## config.mk

```make
export PLATFORM = sky130hd
export DESIGN_NAME = fetch_unit
export DESIGN_NICKNAME = d
export VERILOG_FILES = /design/src/rtl/fetch_unit_pkg.sv /design/src/rtl/fetch_queue.sv /design/src/rtl/fetch_unit.sv
export SDC_FILE = /design/constraint.sdc
export NUM_CORES = 1
export LEC_CHECK = 0
export ABC_AREA = 1
export BUFFER_PORTS_ARGS = -buffer_cell sky130_fd_sc_hd__buf_4
export CORE_MARGIN = 8
export CORE_UTILIZATION = 56
export CTS_CLUSTER_SIZE = 40
export DETAILED_ROUTE_END_ITERATION = 8
export GPL_TIMING_DRIVEN = 1
export PLACE_DENSITY = 0.8
export REMOVE_ABC_BUFFERS = 1
export SLEW_MARGIN = 20
export SYNTH_ARGS = -nofsm -noshare
export SYNTH_HDL_FRONTEND = slang
export SYNTH_SLANG_ARGS = --single-unit
```

## constraint.sdc

```tcl
create_clock -name clk -period 6.7 [get_ports clk]
set_input_delay 0.67 -clock clk [delete_from_list [all_inputs] [get_ports clk]]
set_output_delay 0.67 -clock clk [all_outputs]
set_load 0.05 [all_outputs]
```

## src/rtl/fetch_unit_pkg.sv

```systemverilog
// Shared fetch/decode definitions: reset vector, NOP encoding, opcodes,
// fetch FSM states and the queue entry layout.
package fetch_unit_pkg;

  localparam logic [31:0] RESET_PC_DEFAULT = 32'h0000_0000;

  localparam logic [6:0] OPC_LOAD   = 7'b0000011;
  localparam logic [6:0] OPC_OP_IMM = 7'b0010011;
  localparam logic [6:0] OPC_AUIPC  = 7'b0010111;
  localparam logic [6:0] OPC_STORE  = 7'b0100011;
  localparam logic [6:0] OPC_OP     = 7'b0110011;
  localparam logic [6:0] OPC_LUI    = 7'b0110111;
  localparam logic [6:0] OPC_BRANCH = 7'b1100011;
  localparam logic [6:0] OPC_JALR   = 7'b1100111;
  localparam logic [6:0] OPC_JAL    = 7'b1101111;

  // addi x0, x0, 0
  localparam logic [31:0] NOP_INST = {25'h0, OPC_OP_IMM};

  typedef enum logic {
    ST_FETCH = 1'b0,
    ST_DROP  = 1'b1
  } fetch_state_t;

  typedef struct packed {
    logic [31:0] pc;
    logic [31:0] inst;
  } fetch_entry_t;

  function automatic logic [31:0] align_pc(input logic [31:0] pc);
    return pc & 32'hFFFF_FFFC;
  endfunction

endpackage

```

## src/rtl/fetch_queue.sv

```systemverilog
// Two-entry FIFO of {pc, inst} pairs between instruction memory and decode.
module fetch_queue
  import fetch_unit_pkg::*;
(
  input  logic         clk,
  input  logic         rst,
  input  logic         push,
  input  logic         pop,
  input  logic         flush,
  input  fetch_entry_t push_entry,
  output fetch_entry_t head,
  output logic [1:0]   count
);

  fetch_entry_t mem [2];
  logic         rd_ptr;
  logic         wr_ptr;

  always_ff @(posedge clk) begin
    if (rst || flush) begin
      count  <= 2'd0;
      rd_ptr <= 1'b0;
      wr_ptr <= 1'b0;
    end else begin
      if (push) wr_ptr <= ~wr_ptr;
      if (pop)  rd_ptr <= ~rd_ptr;
      count <= count + {1'b0, push} - {1'b0, pop};
    end
  end

  // NOTE: storage is deliberately not reset; count decides which entries are live.
  always_ff @(posedge clk) begin
    if (push) mem[wr_ptr] <= push_entry;
  end

  assign head = mem[rd_ptr];

endmodule

```

## src/rtl/fetch_unit.sv

```systemverilog
// Instruction fetch: issues word fetches, queues responses for decode and
// handles redirects, dropping a response that was already in flight.
module fetch_unit
  import fetch_unit_pkg::*;
#(
  parameter logic [31:0] RESET_PC = RESET_PC_DEFAULT,
  parameter int          QDEPTH   = 2
) (
  input  logic        clk,
  input  logic        rst,
  output logic        imem_req,
  output logic [31:0] imem_addr,
  input  logic        imem_ack,
  input  logic [31:0] imem_rdata,
  input  logic        redirect_valid,
  input  logic [31:0] redirect_pc,
  output logic        id_valid,
  output logic [31:0] id_inst,
  output logic [31:0] id_pc,
  input  logic        id_ready
);

  localparam logic [1:0] QFULL = QDEPTH[1:0];

  fetch_state_t state, state_next;
  logic [31:0]  fetch_pc, fetch_pc_next;
  logic [31:0]  drop_addr, drop_addr_next;
  logic [31:0]  last_pc;
  logic         push, pop;
  logic [1:0]   count;
  fetch_entry_t head;

  // NOTE: every output of this block gets a default first, so no path infers a latch.
  always_comb begin
    state_next     = state;
    fetch_pc_next  = fetch_pc;
    drop_addr_next = drop_addr;
    push           = 1'b0;
    imem_req       = 1'b0;
    imem_addr      = fetch_pc;
    case (state)
      ST_FETCH: begin
        // Request depends only on registered count, never on id_ready.
        imem_req = (count < QFULL);
        if (redirect_valid) begin
          fetch_pc_next = align_pc(redirect_pc);
          if (imem_req && !imem_ack) begin
            state_next     = ST_DROP;
            drop_addr_next = fetch_pc;
          end
        end else if (imem_req && imem_ack) begin
          push          = 1'b1;
          fetch_pc_next = fetch_pc + 32'd4;
        end
      end
      ST_DROP: begin
        imem_req  = 1'b1;
        imem_addr = drop_addr;
        if (redirect_valid) fetch_pc_next = align_pc(redirect_pc);
        if (imem_ack)       state_next    = ST_FETCH;
      end
      default: state_next = ST_FETCH;
    endcase
    if (rst) imem_req = 1'b0;
  end

  // NOTE: state registers use non-blocking assignments only; the comb block above uses blocking.
  always_ff @(posedge clk) begin
    if (rst) begin
      state     <= ST_FETCH;
      fetch_pc  <= RESET_PC;
      drop_addr <= RESET_PC;
      last_pc   <= 32'h0;
    end else begin
      state     <= state_next;
      fetch_pc  <= fetch_pc_next;
      drop_addr <= drop_addr_next;
      if (id_valid) last_pc <= head.pc;
    end
  end

  assign id_valid = (count != 2'd0);
  assign pop      = id_valid && id_ready;
  assign id_inst  = id_valid ? head.inst : NOP_INST;
  assign id_pc    = id_valid ? head.pc   : last_pc;

  fetch_queue u_queue (
    .clk        (clk),
    .rst        (rst),
    .push       (push),
    .pop        (pop),
    .flush      (redirect_valid),
    .push_entry ('{pc: fetch_pc, inst: imem_rdata}),
    .head       (head),
    .count      (count)
  );

endmodule

```

## Word-level counts from Yosys, hierarchy flattened

Memory sizes are Yosys's and may differ from the RTL's. A register that Yosys moved wholly into a read port is not among the register bits.
Cells that the tools add are included.

| storage, ports and cells | value |
|---|---|
| bits in writable memories | 128 |
| logic and storage cells | 45 |
| memories kept | 1 |
| bits of input ports | 69 |
| register bits after elaboration | 101 |

| cells by class | value |
|---|---|
| bitwise operators | 3 |
| magnitude comparators | 1 |
| reductions and logical operators | 8 |
| add/subtract/negate cells | 3 |
| eq/ne operators | 2 |
| multiplexer cells | 20 |

Memory list:

| memory | words | width | rd ports | clocked after Yosys merged registers in | write ports | RTL line | RTL |
|---|---|---|---|---|---|---|---|
| u_queue.mem | 2 | 64 | 1 | 1 | 1 | fetch_queue.sv:15 | `fetch_entry_t mem [2];` |

Operators with widths:

| kind | number |
|---|---|
| 2-to-1 mux 32 bit | 6 |
| case mux 32 bit (2 select lines) | 1 |
| adder 32 x 3 -> 32 bit (second input constant) | 1 |
| 2-to-1 mux 1 bit | 11 |
| case mux 1 bit (2 select lines) | 2 |
| logical AND 1 bit | 3 |
| != test 3 bit (second input constant) | 1 |
| inverter 1 bit | 3 |
| AND reduction 3 bit | 1 |
| adder 2 x 1 -> 2 bit | 1 |
| less-than comparator 2 bit (second input constant) | 1 |
| != test 2 bit (second input constant) | 1 |
| AND reduction 2 bit | 1 |
| nonzero test 2 bit | 1 |
| subtractor 2 x 1 -> 2 bit | 1 |
| logical NOT 1 bit | 1 |
| logical OR 1 bit | 1 |

## Logic depth before layout (Yosys ltp)

| depth | value |
|---|---|
| depth after elaboration | 7 |
| mapped depth | 11 |
| depth with buffers taken out | 10 |

## Cells and area by module

A second synthesis with hierarchy kept.

| unflattened totals | value |
|---|---|
| cell total of the unflattened synthesis | 1041 |
| area total of the unflattened synthesis | 10411.2 sq um |

Modules (own cells, without submodules):

| module | times used | cells each | sequential area each (sq um) | area each (sq um) |
|---|---|---|---|---|
| fetch_unit | 1 | 812 | 1861.8 | 5270.1 |
| fetch_queue | 1 | 229 | 3943.8 | 5141.2 |

## Worst setup path before layout

OpenSTA, ideal clock, no wires.

| path | value |
|---|---|
| kind | input-to-reg |
| from | input imem_ack |
| to | memory u_queue.mem[1][0] (netlist bit), enable pin |
| stages on the path | 2 |
| setup slack | 1.109 ns |
| setup time | 0.561 ns |
| data arrival time | 5.030 ns |
| cell sequence | nand2_2 -> nor3_1 |

| between the ends | value |
|---|---|
| word-level cells in the longest chain between the ends | 6 |

RTL lines:

| element | RTL line | RTL |
|---|---|---|
| start: declaration | fetch_unit.sv:13 | `input logic imem_ack,` |
| logical AND 1 bit | fetch_unit.sv:51 | `end else if (imem_req && imem_ack) begin` |
| 2-to-1 mux 1 bit | fetch_unit.sv:51 |  |
| 2-to-1 mux 1 bit | fetch_unit.sv:45 | `if (redirect_valid) begin` |
| 2-to-1 mux 1 bit | fetch_unit.sv:41 | `case (state)` |
| 2-to-1 mux 1 bit | fetch_queue.sv:33 | `if (push) mem[wr_ptr] <= push_entry;` |
| 2-to-1 mux 1 bit (not written as such) | fetch_queue.sv:33 |  |
| end: declaration | fetch_queue.sv:15 |  |

No other way between the ends.

## Worst setup path in the final report

| path | value |
|---|---|
| from | register u_queue.count[1] |
| to | output id_pc[7] |

| between the ends | value |
|---|---|
| word-level cells in the longest chain between the ends | 2 |

RTL lines:

| element | RTL line | RTL |
|---|---|---|
| start: declaration | fetch_queue.sv:12 | `output logic [1:0] count` |
| start signal: assignment | fetch_queue.sv:27 | `count <= count + {1'b0, push} - {1'b0, pop};` |
| nonzero test 2 bit | fetch_unit.sv:82 | `assign id_valid = (count != 2'd0);` |
| 2-to-1 mux 32 bit | n/a |  |
| end: declaration | fetch_unit.sv:19 | `output logic [31:0] id_pc,` |

No other way between the ends.

==> results.yml <==
drt:
  routed_wire_length_per_instance_um: 16.7
  routed_wl_um: 23600
  detailroute.via_count: 7703
  detail_route.drc_violations: 0
  drt_first_pass_iters: 5
  dr.first_iter.drc_count: 540
  via_per_inst: 5.45
  detail-route-antenna-nets: 0
job:
  max_cap_violations: 0
yosys:
  synthesis.yosys.warnings: 0
  synth.top_cell.area_share_pct: 39.3
  postSynthCellCount: 1038
  count_of_different_cell_masters_after_synthesis: 37
  count_of_flip_flops_with_a_built_in_enable_after_synthesis: 124
  avgSynthCellArea_um2: 9.12
  async_flop_share_pct: 0
  ys_top_cells_by_area: "edfxtp_1 (39%), dfxtp_1 (21%), nand2_1 (10%)"
  synth_seq_cells: 222
  synth.cell_area_mm2: 0.00946
  dominantRegCellSynth: "edfxtp_1"
  synth_top_cell_by_area: "edfxtp_1"
  synth_sequential_area_ratio_pct: 60.1
setup_path:
  crit_required_ns: 6.03
  worstSetupPathType: "reg2out"
  critical_path_peak_fanout: 60
  worstPathBufferInverterCount: 3
  worstSetupEndpoint: "id_pc[7]"
  critical_path.max_stage_delay_ns: 0.67
  timing.critical_path.arrival_ns: 2.71
  critical_path.reg2reg.endpoint: "u_queue.count[1]$_SDFF_PP0_"
  regToRegStartpoint: "u_queue.count[1]$_SDFF_PP0_"
  critPathSlowestCell: "inv_2"
  startpoint: "u_queue.count[1]$_SDFF_PP0_"
  critical_path.top_delay_family: "buffers and inverters"
  most_used_cell_along_the_critical_path: "buf_4"
  cell_by_cell_trace_of_the_critical_path: "nor2_4 -> buf_4 -> inv_2 -> nor2_1 -> a21oi_1 -> buf_4"
  reg2reg_slack_ns: 3.71
  worst_setup_path_start_kind: "flop"
  worstSetupPathDepth: 6
  timing.reg2reg.worst_path_depth: 11
  end_kind: "output pin"
timing:
  max_clock_freq_mhz: 296
  tightest_slew_ns: 0.894
  final.min_clock_period_ns: 3.38
  final-hold-violation-count: 0
  timing.setup.tns_ns: 0
  timing.slew.headroom_pct: 40.4
  rsz0062_at_grt: "no"
  skew_ns: 0.0126
  setup_viol_count_final: 0
  slew_viol_final: 0
  period_share_pct: 50.4
  hold_ws_ns: 0.343
placement:
  dp.final_hpwl_um: 14900
  gp_routability_congestion: 0.889
  buffer_ports.inserted: 162
power_and_ir_drop:
  power.static_leakage_uw: 0.00468
  vdd_ir_max_mv: 0.223
  power.density_cell_area_mw_per_mm2: 300
die:
  core_area_mm2: 0.0166
  design.die.area_mm2: 0.0213
  io_pins: 167
  initial_utilization_pct: 57.1
  die_y_um: 146
  std_cell_rows: 47
  fp.dieW_um: 146
global_routing:
  grt_start_max_net_pins: 64
  grt_pass1_vias: 7473
  global_route.usage.total_pct: 21.6
  antenna_violations_before_repair: 0
  grt_first_pass_wirelength_um: 38000
  grt.overflow.total: 0
clock_network:
  cts.repair_timing.setup_buffer_count: 0
  cts_max_level: 1
  cts_buffers: 24
  clock_tree.buffer_depth: 3
  cts_resized: 0
  path_clk_slew_ns: 0.06
  cts.sink_count: 222
  skew_pair_late_insertion_delay_ns: 0.51
  cts-root-buf: "clkbuf_16"
  cts_hold_buffers: 0
  tritoncts: "done"
cells_and_area:
  finish.net_count: 1247
  final_layout_size_suffix_gt1_share_pct: 20.7
  top_library_cells_by_usage_in_the_layout_fill_and_taps_aside: "nand2_1 (260), buf_4 (169), a21oi_1 (148), edfxtp_1 (124), nor2_1 (104)"
  mostFrequentLayoutCell: "nand2_1"
  antenna_cells: 0
  area_growth_pct: 22.1
min_path:
  hold_path_class: "in2reg"
  worst_hold_startpoint: "imem_rdata[5]"
outcome:
  run_status: "finished clean"
## synth_stat cells (2+ instances only)
| master | count |
|---|---|
| nor2_4 | 5 |
| xnor2_1 | 2 |
| nand3b_1 | 2 |
| nand2_4 | 2 |
| a21oi_2 | 11 |
| or2_2 | 3 |
| buf_1 | 2 |
| nor2_1 | 104 |
| inv_2 | 6 |
| clkbuf_1 | 21 |
| clkinv_1 | 2 |
| buf_2 | 29 |
| o21ai_1 | 5 |
| dfxtp_1 | 98 |
| ha_1 | 3 |
| edfxtp_1 | 124 |
| and2_1 | 30 |
| buf_4 | 5 |
| a21oi_1 | 148 |
| nand3_1 | 22 |
| nand4_1 | 4 |
| nor3_1 | 4 |
| o21ai_0 | 75 |
| nand2_1 | 260 |
| xor2_1 | 6 |
| a211oi_1 | 4 |
| inv_1 | 42 |
| nor2_2 | 6 |
| nand2_2 | 5 |
## metrics by stage
step	cells	total power, uW	util (%)	instance area [um^2]	setup slack [ns]
2_1_floorplan	980	1960	-	9180	0.821
3_5_place_dp	1369	2160	64.8	10700	3.72
6_report	1413	3470	69.7	11600	3.32
5_1_grt	1413	3590	69.7	11600	3.19
3_3_place_gp	1369	2150	64.8	10700	3.71
4_1_cts	1413	3490	69.7	11600	3.32
## flip-flops by register name (all words and copies together), names as in the netlist, named ones only
| signal | count |
|---|---|
| u_queue.rd_ptr | 1 |
| last_pc | 32 |
| u_queue.mem | 124 |
| drop_addr | 30 |
| u_queue.count | 2 |
| u_queue.wr_ptr | 1 |
| fetch_pc | 30 |
| state | 1 |
## power breakdown
group	total (uW)	switching (uW)	internal (uW)
clock	1340	515	823
combinational	562	396	167
sequential	1570	54.1	1520
total	3470	965	2510
## kinds of logic (layout without fill, tap and decap cells)
logic type | after synthesis | in the layout | synth area share, %
compound gates | 246 | 246 | 13.6
xor+xnor | 8 | 8 | 0.740
fa+ha+maj | 3 | 3 | 0.397
buf+inv | 109 | 263 | 5.00
flops | 222 | 222 | 60.1
other cells | 1 | 2 | 0.0396
simple gates | 449 | 449 | 20.1
## metal layers
layer	track usage [%]	routed length [um]	up-vias	share of wire [%]
met5	0	0	-	0
met4	6.90	616	0	2.6
met3	3.79	1650	46	7.0
met2	36.8	11300	274	48
met1	27.3	10100	3631	43
li1	-	-	3752	-
## layout make-up
type | count | area [um^2]
Multi-Input combinational cell | 708 | 3320
Timing Repair Buffer | 169 | 1270
Clock buffer | 33 | 676
Fill cell | 1316 | 5030
Tap cell | 220 | 275
Clock inverter | 11 | 135
Sequential cell | 222 | 5690
Inverter | 50 | 190
## how the worst min path moves through the flow
| stage | endpoint | slack (ns) | cells past startpoint |
|---|---|---|---|
| detailed placement | last_pc[0]$_SDFF_PP0_ | 0.45 | 2 |
| floorplan | last_pc[0]$_SDFF_PP0_ | 0.42 | 2 |
| CTS | u_queue.mem[1][5]$_DFFE_PP_ | 0.33 | 1 |
| global route | u_queue.mem[1][5]$_DFFE_PP_ | 0.33 | 1 |
| finish | u_queue.mem[0][5]$_DFFE_PP_ | 0.34 | 1 |
| global placement | last_pc[1]$_SDFF_PP0_ | 0.43 | 2 |
(Power assumes the default switching activity.)
